<file path="config.mk">
export PLATFORM = sky130hd
export DESIGN_NAME = blend_frame_writer_flat
export DESIGN_NICKNAME = d
export VERILOG_FILES = /design/src/rtl/blend_frame_writer_if.sv /design/src/rtl/blend_frame_writer.sv /design/src/flat_wrapper.sv
export SDC_FILE = /design/constraint.sdc
export NUM_CORES = 1
export LEC_CHECK = 0
export CORE_MARGIN = 2
export CORE_UTILIZATION = 45
export CTS_CLUSTER_SIZE = 30
export DETAILED_ROUTE_END_ITERATION = 10
export HOLD_SLACK_MARGIN = 0.05
export SYNTH_ARGS = -nofsm -noshare
export SYNTH_HDL_FRONTEND = slang
export SYNTH_SLANG_ARGS = --single-unit
</file>
<file path="constraint.sdc">
create_clock -name clk_25 -period 5.9 [get_ports clk_25]
set_input_delay 1.18 -clock clk_25 [delete_from_list [all_inputs] [get_ports clk_25]]
set_output_delay 1.18 -clock clk_25 [all_outputs]
set_load 0.02 [all_outputs]
</file>
<file path="src/rtl/blend_frame_writer_if.sv">
// Pixel-in / frame-buffer-write bundle for blend_frame_writer.
// master: the writer block; slave: pixel source and SRAM side.
interface blend_frame_writer_if #(
  parameter int ADDR_W = 19
);
  logic              val;
  logic [9:0]        sync_x;
  logic [9:0]        sync_y;
  logic [4:0]        dvi_r;
  logic [5:0]        dvi_g;
  logic [4:0]        dvi_b;
  logic [4:0]        ccd_r;
  logic [5:0]        ccd_g;
  logic [4:0]        ccd_b;
  logic              wr_req;
  logic [ADDR_W-1:0] wr_addr;
  logic [15:0]       wr_data;
  logic              wr_ack;
  logic              frame_done;
  logic              overflow;

  modport master (
    input  val, sync_x, sync_y,
    input  dvi_r, dvi_g, dvi_b,
    input  ccd_r, ccd_g, ccd_b,
    input  wr_ack,
    output wr_req, wr_addr, wr_data,
    output frame_done, overflow
  );

  modport slave (
    output val, sync_x, sync_y,
    output dvi_r, dvi_g, dvi_b,
    output ccd_r, ccd_g, ccd_b,
    output wr_ack,
    input  wr_req, wr_addr, wr_data,
    input  frame_done, overflow
  );
endinterface

</file>
<file path="src/rtl/blend_frame_writer.sv">
// Alpha blend / chroma key of DVI and CCD pixels, two-stage
// pipeline into a show-ahead FIFO draining to the SRAM port.
module blend_frame_writer #(
  parameter int          H_ACTIVE   = 640,
  parameter int          V_ACTIVE   = 480,
  parameter int          ALPHA      = 8,
  parameter bit          KEY_EN     = 1'b1,
  parameter logic [15:0] KEY_COLOR  = 16'h0000,
  parameter int          FIFO_DEPTH = 8,
  parameter int          ADDR_W     = 19
) (
  input logic clk_25,
  input logic rst_n,
  blend_frame_writer_if.master bus
);

  localparam int PW = $clog2(FIFO_DEPTH);

  typedef logic [PW-1:0] ptr_t;
  typedef logic [PW:0]   cnt_t;

  typedef struct packed {
    logic [ADDR_W-1:0] addr;
    logic [15:0]       data;
  } ent_t;

  localparam logic [9:0]  WD10 = 10'(ALPHA);
  localparam logic [9:0]  WC10 = 10'(16 - ALPHA);
  localparam logic [10:0] WD11 = 11'(ALPHA);
  localparam logic [10:0] WC11 = 11'(16 - ALPHA);
  localparam cnt_t        FULL = cnt_t'(FIFO_DEPTH);
  localparam logic [ADDR_W-1:0] LAST =
    ADDR_W'(H_ACTIVE * V_ACTIVE - 1);

  logic [4:0]  cr;
  logic [5:0]  cg;
  logic [4:0]  cb;
  logic [15:0] dvi;
  logic [15:0] ccd;
  logic        keyed;
  logic        in_range;
  ent_t        pix;

  always_comb begin
    dvi = {bus.dvi_r, bus.dvi_g, bus.dvi_b};
    ccd = {bus.ccd_r, bus.ccd_g, bus.ccd_b};
    cr = 5'((10'(bus.dvi_r) * WD10
           + 10'(bus.ccd_r) * WC10 + 10'd8) >> 4);
    cg = 6'((11'(bus.dvi_g) * WD11
           + 11'(bus.ccd_g) * WC11 + 11'd8) >> 4);
    cb = 5'((10'(bus.dvi_b) * WD10
           + 10'(bus.ccd_b) * WC10 + 10'd8) >> 4);
    keyed = KEY_EN && (ccd == KEY_COLOR);
    in_range = (32'(bus.sync_x) < 32'(H_ACTIVE))
            && (32'(bus.sync_y) < 32'(V_ACTIVE));
    pix.data = keyed ? dvi : {cr, cg, cb};
    pix.addr = ADDR_W'(32'(bus.sync_y) * 32'(H_ACTIVE)
                     + 32'(bus.sync_x));
  end

  logic s1_v;
  logic s2_v;
  ent_t s1;
  ent_t s2;
  ent_t mem [FIFO_DEPTH];
  ptr_t rptr;
  ptr_t wptr;
  cnt_t cnt;
  logic ovf;
  logic done;
  logic empty;
  logic full;
  logic pop;
  logic push;
  ent_t head;

  assign empty = (cnt == '0);
  assign full  = (cnt == FULL);
  assign pop   = !empty && bus.wr_ack;
  // A full FIFO still accepts when the head leaves this edge
  assign push  = s2_v && (!full || pop);
  assign head  = mem[rptr];

  always_ff @(posedge clk_25) begin
    if (!rst_n) begin
      s1_v <= 1'b0;
      s2_v <= 1'b0;
      s1   <= '0;
      s2   <= '0;
      rptr <= '0;
      wptr <= '0;
      cnt  <= '0;
      ovf  <= 1'b0;
      done <= 1'b0;
    end else begin
      s1_v <= bus.val && in_range;
      s1   <= pix;
      s2_v <= s1_v;
      s2   <= s1;
      if (push) wptr <= wptr + ptr_t'(1);
      if (pop)  rptr <= rptr + ptr_t'(1);
      unique case ({push, pop})
        2'b10:   cnt <= cnt + cnt_t'(1);
        2'b01:   cnt <= cnt - cnt_t'(1);
        default: cnt <= cnt;
      endcase
      if (s2_v && full && !pop) ovf <= 1'b1;
      done <= pop && (head.addr == LAST);
    end
  end

  always_ff @(posedge clk_25) begin
    if (push) mem[wptr] <= s2;
  end

  assign bus.wr_req     = !empty;
  assign bus.wr_addr    = empty ? '0 : head.addr;
  assign bus.wr_data    = empty ? '0 : head.data;
  assign bus.frame_done = done;
  assign bus.overflow   = ovf;

endmodule
</file>
<file path="src/flat_wrapper.sv">
// flat-port wrapper written by rule: the top's interface ports become plain ports
module blend_frame_writer_flat 
#(
  parameter int          H_ACTIVE   = 640,
  parameter int          V_ACTIVE   = 480,
  parameter int          ALPHA      = 8,
  parameter bit          KEY_EN     = 1'b1,
  parameter logic [15:0] KEY_COLOR  = 16'h0000,
  parameter int          FIFO_DEPTH = 8,
  parameter int          ADDR_W     = 19
)
  (clk_25, rst_n, bus_val, bus_sync_x, bus_sync_y, bus_dvi_r, bus_dvi_g, bus_dvi_b, bus_ccd_r, bus_ccd_g, bus_ccd_b, bus_wr_ack, bus_wr_req, bus_wr_addr, bus_wr_data, bus_frame_done, bus_overflow);
  blend_frame_writer_if #(.ADDR_W(ADDR_W)) bus_i ();
  input logic clk_25;
  input logic rst_n;
  input wire logic [$bits(bus_i.val)-1:0] bus_val;
  input wire logic [$bits(bus_i.sync_x)-1:0] bus_sync_x;
  input wire logic [$bits(bus_i.sync_y)-1:0] bus_sync_y;
  input wire logic [$bits(bus_i.dvi_r)-1:0] bus_dvi_r;
  input wire logic [$bits(bus_i.dvi_g)-1:0] bus_dvi_g;
  input wire logic [$bits(bus_i.dvi_b)-1:0] bus_dvi_b;
  input wire logic [$bits(bus_i.ccd_r)-1:0] bus_ccd_r;
  input wire logic [$bits(bus_i.ccd_g)-1:0] bus_ccd_g;
  input wire logic [$bits(bus_i.ccd_b)-1:0] bus_ccd_b;
  input wire logic [$bits(bus_i.wr_ack)-1:0] bus_wr_ack;
  output wire logic [$bits(bus_i.wr_req)-1:0] bus_wr_req;
  output wire logic [$bits(bus_i.wr_addr)-1:0] bus_wr_addr;
  output wire logic [$bits(bus_i.wr_data)-1:0] bus_wr_data;
  output wire logic [$bits(bus_i.frame_done)-1:0] bus_frame_done;
  output wire logic [$bits(bus_i.overflow)-1:0] bus_overflow;
  assign bus_i.val = bus_val;
  assign bus_i.sync_x = bus_sync_x;
  assign bus_i.sync_y = bus_sync_y;
  assign bus_i.dvi_r = bus_dvi_r;
  assign bus_i.dvi_g = bus_dvi_g;
  assign bus_i.dvi_b = bus_dvi_b;
  assign bus_i.ccd_r = bus_ccd_r;
  assign bus_i.ccd_g = bus_ccd_g;
  assign bus_i.ccd_b = bus_ccd_b;
  assign bus_i.wr_ack = bus_wr_ack;
  assign bus_wr_req = bus_i.wr_req;
  assign bus_wr_addr = bus_i.wr_addr;
  assign bus_wr_data = bus_i.wr_data;
  assign bus_frame_done = bus_i.frame_done;
  assign bus_overflow = bus_i.overflow;
  blend_frame_writer #(.H_ACTIVE(H_ACTIVE), .V_ACTIVE(V_ACTIVE), .ALPHA(ALPHA), .KEY_EN(KEY_EN), .KEY_COLOR(KEY_COLOR), .FIFO_DEPTH(FIFO_DEPTH), .ADDR_W(ADDR_W)) u_core (.clk_25(clk_25), .rst_n(rst_n), .bus(bus_i));
endmodule
</file>
==> results.md, run 1 <==
Outcome:
- The run finished with clean final reports.

CTS:
- The buffer cell driving the clock tree root is sky130_fd_sc_hd__clkbuf_16.
- Counting along the longest clock path gives a buffer depth of 3.
- The count of clock tree sinks is roughly 370.
- The total clock buffers created by CTS is 37.
- The clock latency reported for the late side of the worst-skew pair is ~500 ps.
- The clock transition at the register clock pins on the worst setup and hold paths after CTS is approximately 60 ps.
- TritonCTS built the clock tree.
- The number of hold buffers added after CTS was 0.
- The post-CTS setup buffer count is 0.
- The H-tree depth is 2.
- Post-CTS repair changed the size of 0 cells.

STA:
- Adding up every negative setup slack in the final design gives 0 ps.
- The fmax is around 220 MHz.
- The number of endpoints with negative hold slack in the final report was 0.
- The normalized max-slew margin is 0.248.
- The worst path in the final design needs a cycle of 4500 ps, including I/O delays and setup.
- Setup violations remaining at the end of the flow were counted as 0.
- Setup repair after global routing left no endpoint under its margin.
- The final worst clock skew is about 11 ps.
- Of the available clock period, the critical path in the final layout requires 0.762.
- Across all setup checks in the final design, the least slack found is between 1000 and 1500 ps.
- The final-report max-slew violation count is 0.
- The measured slew at the worst slew-check pin is roughly 1100 ps.

Die:
- The top-level I/O count is 94.
- The die boundary width is around 190 um.
- The number of standard-cell rows in the floorplan is 66.
- After floorplanning, the core was sized to cover approximately 33000 sq um.
- The die area is about 35000 sq um.
- The height of the die is between 150 and 200 um.
- The initial standard-cell utilization of the core is 0.457.

Global routing:
- Global routing finished with a remaining overflow of 0.
- The number of global-route vias before repair was around 7700.
- Across every metal layer, demand over resource in global routing totals 0.175.
- The wire length of the first global-routing pass is 44900 um.
- The initial antenna violation count is 1.
- Entering global routing, the biggest net connects 89 pins.

Placed design:
- Buffers placed on the I/O ports in this run total just over 90.
- The worst-case setup slack after placement is between 1500 and 2000 ps.
- Routability-driven placement finished with a final weighted congestion of 0.695.
- The HPWL after detailed placement is about 18000 um.
- After detailed placement, the total cell area comes to between 15000 and 20000 sq um.

Layout:
- The final standard cell utilization of the core is 0.539.
- The final-layout fill cell count is about 2600.
- In the final layout, the share of cells above drive strength 1 is 0.158.
- With fillers left out, the area of the finished cells amounts to ~18000 sq um.
- The number of diodes added for antenna fixing is 0.
- The area growth from synthesis to layout is 18.0%.
- The layout net count is around 1100.

Synthesis:
- Of the post-synthesis cell area, the dominant cell type holds 0.566.
- The largest area contributor in the netlist is sky130_fd_sc_hd__edfxtp_1.
- The commonest cells after synthesis are sky130_fd_sc_hd__edfxtp_1, sky130_fd_sc_hd__dfxtp_1, sky130_fd_sc_hd__mux4_2.
- The mapped netlist covers around 15000 sq um.
- The instance count of the mapped netlist is 878.
- The most used flip-flop cell after synthesis is sky130_fd_sc_hd__edfxtp_1.
- The flip-flop and latch count after synthesis is about 370.
- During synthesis, Yosys emitted a total of 0 warnings.
- Ranked by total cell area, the synthesized netlist is headed by sky130_fd_sc_hd__edfxtp_1, sky130_fd_sc_hd__dfxtp_1, sky130_fd_sc_hd__mux4_2.
- Of all flip-flops after synthesis, the portion carrying an async set or reset was 0.
- The most common cell in the synthesized netlist is sky130_fd_sc_hd__edfxtp_1.
- The share of the Yosys chip area taken by registers is 0.683.
- The post-synth net total is roughly 1000.
- The synthesized area per cell is between 15 and 20 sq um.
- The number of flops mapped to enable cells by yosys is 280.
- The number of unique standard cell types used by synthesis is 47.

Setup path:
- The critical path goes through buf_4, mux4_2, mux2i_1, nor2_1, clkdlybuf4s50_1.
- The number of cells on the worst reg-to-reg path is 6.
- The type of destination of the critical path is an output pin.
- The critical-path maximum fanout is 39.
- Data on the critical path is required at its endpoint by roughly 4700 ps.
- The kind of start point of the critical path is a register.
- The dominant delay contributor by cell family on the critical path is flip-flops.
- The type of the setup path with the least slack is reg2out.
- The arrival time reported for the critical path endpoint is between 3000 and 4000 ps.
- The critical path runs through a total of 5 cells.
- Among all stages on the critical path, the largest delay is contributed by sky130_fd_sc_hd__dfxtp_2.
- The maximum single-stage delay on the critical path is around 1100 ps.
- The buffers plus inverters on the worst setup path is 2.

Pwr:
- After layout, the design draws a total of 5.73 mW.
- The proportion of total power due to net switching is 0.216.
- IR analysis of the VDD net gives a maximum drop of around 190 uV.
- Of the total power, the clock network draws 0.405.
- The power density normalized to cell area is about 330 nW/um^2.
- The proportion of power drawn by combinational gates is 0.086.
- The share of total power dissipated in sequential elements is 0.509.
- The reported net switching power is between 1 and 1.5 mW.
- The reported leakage power is 5.88 nW.
- The internal power summed over all cells is about 4.5 mW.

Min path:
- Counting instances, the worst hold path has a depth of 1.
- The kind of path behind the tightest hold check is reg2reg.
- The worst hold path begins at u_core.s1_v$_SDFF_PN0_.

Drt:
- After detailed routing, the number of remaining DRC violations is 0.
- Summed over all nets, wire length on met2 after detailed routing comes to roughly 13000 um.
- Across all layers, the routed design uses ~7600 vias.
- The total routed wirelength is slightly below 30000 um.
- The routed length per placed instance is between 15 and 20 um.
- The first detailed-routing pass took 4 iterations.
- Summed over all nets, wire length on met3 after detailed routing comes to around 1500 um.
- In the final routing, the length of wire on met1 measures between 10000 and 15000 um.
- The count of nets left with antenna violations once routing finished came out at 0.
- In this run the top signal layer used is met4.
- In this run, the number of DRC markers left after iteration 0 of detailed routing was 595.
- Dividing the detail-routed via count by the number of cells gives approximately 5.2.

Job:
- Across the run, the number of max-cap violations was 0.
[sequential cells by signal, indices dropped and copies added, names as in the netlist, named ones only]
| name | cells |
|---|---|
| u_core.mem | 280 |
| u_core.s1 | 35 |
| u_core.s2 | 35 |
| u_core.cnt | 4 |
| u_core.rptr | 3 |
| u_core.wptr | 3 |
| u_core.bus.frame_done | 1 |
| u_core.bus.overflow | 1 |
| u_core.s1_v | 1 |
| u_core.s2_v | 1 |
[cells by family after synthesis]
logic type               count (synthesis)  share of synthesized area
flip-flops                             367                      0.683
AND/OR/NAND/NOR                        210                     0.0737
multiplexers                           107                      0.131
AO/OA/AOI/OAI                           62                     0.0287
adder cells (fa/ha/maj)                 56                     0.0502
buffers and inverters                   49                     0.0175
XOR/XNOR                                27                     0.0159
[through the flow]
stage	cells	hold slack, ps
4_1_cts	1459	430
2_1_floorplan	878	406
3_5_place_dp	1394	416
3_3_place_gp	1394	415
5_1_grt	1459	449
6_report	1459	429
[placed cells by master (no fill, tap or decap), drive strengths merged, types with 2 or more instances in the layout]
cell	n
edfxtp	280
clkdlybuf4s50	92
dfxtp	87
mux4	70
and2	58
nand2	50
ha	50
clkbuf	50
nor2	48
mux2i	37
xnor2	22
buf	17
a21boi	16
inv	15
a21oi	12
o21ai	10
nand4	10
nor3	8
clkinv	8
a21o	7
nor4	7
fa	6
nor2b	5
xor2	5
nor3b	5
nand2b	5
nand3	4
o2111ai	3
nand3b	3
or2	3
o211a	3
bufinv	3
clkinvlp	3
a211oi	2
o21bai	2
o21a	2
[worst paths after layout]
path                                           end  slack (ps)
setup / recovery                   bus_wr_addr[12]        1400
hold / removal              u_core.s2_v$_SDFF_PN0_         430
setup reg to reg  u_core.bus.frame_done$_SDFF_PN0_        3040
hold reg to reg             u_core.s2_v$_SDFF_PN0_         430
[power by group through the flow]
stage                     logic, mW  clock network [mW]  registers (mW)
after floorplan               0.341                   0            2.94
after global placement        0.498                   0            2.97
after detailed placement      0.498                   0            2.97
after CTS                     0.501                2.37            2.92
after global routing          0.546                2.48            2.93
final                         0.492                2.32            2.91
[routing by layer]
layer / track usage / vias to the layer above
met3: 0.0264 / 33
met4: 0.0435 / 0
li1: - / 3587
met2: 0.269 / 212
met5: 0 / -
met1: 0.262 / 3726
[final cells by class]
type                    count  area [sq um]  area share
clock inverters            15           164     0.00935
well taps                 442           553      0.0315
clock buffers              50          1050      0.0601
repair buffers            109          1050      0.0597
flip-flops and latches    367         10200       0.579
multi-input cells         462          4510       0.257
inverters                  14          52.6     0.00300
Note: power is estimated with default switching activity, not from simulation.
==> run 2, diff against run 1 <==
clock period = 4.3 ns   (was 5.9 ns; I/O delays follow)
==> run 2 against run 1 <==
- worst hold slack improved by 3.2 ps
- power is 35% higher
- sequential share of layout area up 0.079 points
- combinational power is 40% higher
- clock skew up 0.73 ps
- core utilization down 0.073 points
- flip-flop and latch count stayed put
- clock-buffer cell count grew 5
- global-route usage is 0.15 points lower
- setup slack lost 930 ps
- critical path depth stayed put
- clock power is 32% higher
- largest cell class unchanged
- largest power group unchanged
==> results.md, run 2 (same netlist as run 1, synthesis figures left out) <==
Pwr:
- The proportion of total power due to net switching came to 0.212 (-0.00407).
- The proportion of power drawn by combinational gates is 0.089 (+0.003).
- The worst voltage drop across the vdd grid is 243 uV (+26%).
- The reported net switching power is 1.64 mW (+33%).
- The clock network fraction of design power was 0.395 (-0.010).
- The power density normalized to cell area was 442 nW/um^2 (+35%).
- The internal power summed over all cells is 6.10 mW (+36%).
- The sequential share of power is 0.516 (+0.007).
- The reported leakage power is 5.86 nW (-0.21%).

STA:
- The final worst clock skew is 11.6 ps (+0.730 ps).
- The measured slew at the worst slew-check pin came to 764 ps (-365 ps).
- Setup repair after global routing left no endpoint under its margin.
- The normalized max-slew margin is 0.491 (+0.243).
- The worst-case hold slack is 432 ps (+3.22 ps).
- The final critical path time including I/O delays and setup is approximately 3800 ps.
- The number of endpoints with negative hold slack in the final report is 0 (unchanged).
- The final-report max-slew violation count is 0 (unchanged).
- The fmax is ~260 MHz.
- The final period utilization is 0.890.
- The aggregate negative setup slack was 0 ps (unchanged).
- The total setup violations reported at the end of the flow came to 0 (unchanged).

Min path:
- The kind of path behind the tightest hold check is reg2reg.

CTS:
- The clock transition at the register clock pins on the worst setup and hold paths after CTS is 60 ps (about the same).
- The maximum number of buffers from clock root to sink is 3 (unchanged).
- The post-CTS setup buffer count is 0 (unchanged).
- The clock latency reported for the late side of the worst-skew pair was 500 ps (about the same).
- The quantity of hold-fixing buffers added after cts came to 0 (unchanged).
- The CTS tree is yes.
- The H-tree depth is 2 (unchanged).
- The total clock buffers created by CTS came to 37 (unchanged).
- In this run the clock root is driven by a sky130_fd_sc_hd__clkbuf_16.
- The number of resized instances in the post-cts repair step is 0 (unchanged).
- The count of clock tree sinks is 367 (unchanged).

Global routing:
- The wire length of the first global-routing pass is 45000 um (+0.32%).
- The pin count of the biggest net entering global routing was 88 (-1.1%).
- The overall overflow remaining after global route is 0 (unchanged).
- The total track usage is 0.173 (-0.00155).
- The number of global-route vias before repair is 7832 (+2.0%).
- The initial antenna violation count was 0 (-1).

Layout:
- The final standard cell area without fillers is 17500 sq um (-0.14%).
- The layout net count was 1105 (+0.18%).
- The number of diodes added for antenna fixing is 0 (unchanged).
- The area growth from synthesis to layout is 17.8%.
- The most common library cell in the layout ignoring fill and taps is sky130_fd_sc_hd__edfxtp_1.
- The largest registers in the layout are u_core.mem x280, u_core.s1 x35, u_core.s2 x35.
- The library cells used most frequently in the layout, excluding fill and tap cells, are sky130_fd_sc_hd__edfxtp_1, sky130_fd_sc_hd__clkdlybuf4s50_1, sky130_fd_sc_hd__dfxtp_1, sky130_fd_sc_hd__mux4_2, sky130_fd_sc_hd__and2_1.
- The fraction of layout instances using a drive strength above 1 is 0.151 (-0.00718).
- The final-layout fill cell count came to 2676 (+1.1%).
- The largest register by flop count is u_core.mem.
- The flip-flop count of the largest register, all copies and words added is 280 (unchanged).

Setup path:
- The arrival time reported for the critical path endpoint was 2970 ps (-350 ps).
- The required time of the critical path is 3440 ps (-1280 ps).
- The critical path in this run is classified as reg2out.
- The critical-path maximum fanout is 22 (-44%).
- The type of destination of the critical path is an output pin.
- The kind of start point of the critical path is a register.

Drt:
- The number of antenna-violating nets in the routed design is 0 (unchanged).
- The remaining routing DRC violations is 0 (unchanged).
- The routed length per placed instance is 19.5 um (-1.8%).
- The total via count after detailed routing is 7589 (+0.41%).
- The first-pass iteration count of the detailed router was 5 (+1).
- The via density per instance is 5.19 (+0.27%).
- The total routed wirelength is 28500 um (-1.7%).
- The starting DRC count in detailed routing is 540 (-9.2%).

Die:
- The top-level I/O count was 94 (unchanged).
- The number of standard-cell rows in the floorplan is 66 (unchanged).
- The die boundary width was 186 um (unchanged).
- The core footprint was 32500 sq um (unchanged).
- The initial standard-cell utilization of the core is 0.457 (unchanged).
- The die area came to 34500 sq um (unchanged).
- The height of the die was 186 um (unchanged).

Job:
- The number of maximum-capacitance violations was 0 (unchanged).

Placed design:
- The final weighted congestion in routability-driven placement is 0.728 (+4.8%).
- The port buffer count is 93 (unchanged).
- The cell area reported after detailed placement is 16400 sq um (+0.25%).
- The detailed-placement wirelength estimate came to 16800 um (-7.1%).

Outcome:
- The run finished with clean final reports.
-- run 2: final timing paths --
| path | cells after the start | to | start | slack (ps) |
|---|---|---|---|---|
| setup / recovery | 5 | bus_wr_addr[17] | register | 470 |
| hold / removal | 1 | u_core.s2[12]$_SDFF_PN0_ | u_core.s1[12]$_SDFF_PN0_ | 430 |
| setup reg to reg | 12 | u_core.cnt[3]$_SDFFE_PN0P_ | u_core.cnt[0]$_SDFFE_PN0P_ | 1360 |
| hold reg to reg | 1 | u_core.s2[12]$_SDFF_PN0_ | u_core.s1[12]$_SDFF_PN0_ | 430 |
-- run 2: per-layer routing --
layer	GRT usage	part of all wire	vias to the layer above
li1	-	-	3595
met1	0.257	0.48	3766
met2	0.273	0.46	189
met3	0.0260	0.050	39
met4	0.0378	0.015	0
met5	0	0	-
-- run 2: stage by stage --
step / power [mW] / util / instances / worst slack [ps]
after floorplan: 4.49 / - / 878 / 141
final: 7.74 / 0.538 / 1461 / 472
after detailed placement: 4.77 / 0.503 / 1396 / 703
after CTS: 7.83 / 0.538 / 1461 / 394
after global placement: 4.76 / 0.503 / 1396 / 710
after global routing: 8.06 / 0.538 / 1461 / 263
-- run 2: critical path, stage by stage, from the launching register on --
cell and delay [ps]:
sky130_fd_sc_hd__dfxtp_4 650, sky130_fd_sc_hd__buf_4 360, sky130_fd_sc_hd__mux4_2 550, sky130_fd_sc_hd__mux2i_1 270, sky130_fd_sc_hd__nor2_1 80, sky130_fd_sc_hd__clkdlybuf4s50_1 550
-- run 2: power by group through the flow --
stage / logic (mW) / registers (mW) / clock network, mW
detailed placement: 0.697 / 4.07 / 0
global placement: 0.698 / 4.06 / 0
CTS: 0.701 / 3.99 / 3.13
finish: 0.689 / 3.99 / 3.06
global route: 0.767 / 4.00 / 3.28
floorplan: 0.467 / 4.03 / 0
-- run 2: cell type report --
cell class              instances  area (sq um)  area share
clock buffers                  55          1030      0.0590
clock inverters                10           121     0.00693
inverters                      14          52.6     0.00300
multi-input cells             462          4510       0.258
flip-flops and latches        367         10200       0.580
well taps                     442           553      0.0316
repair buffers                111          1090      0.0620
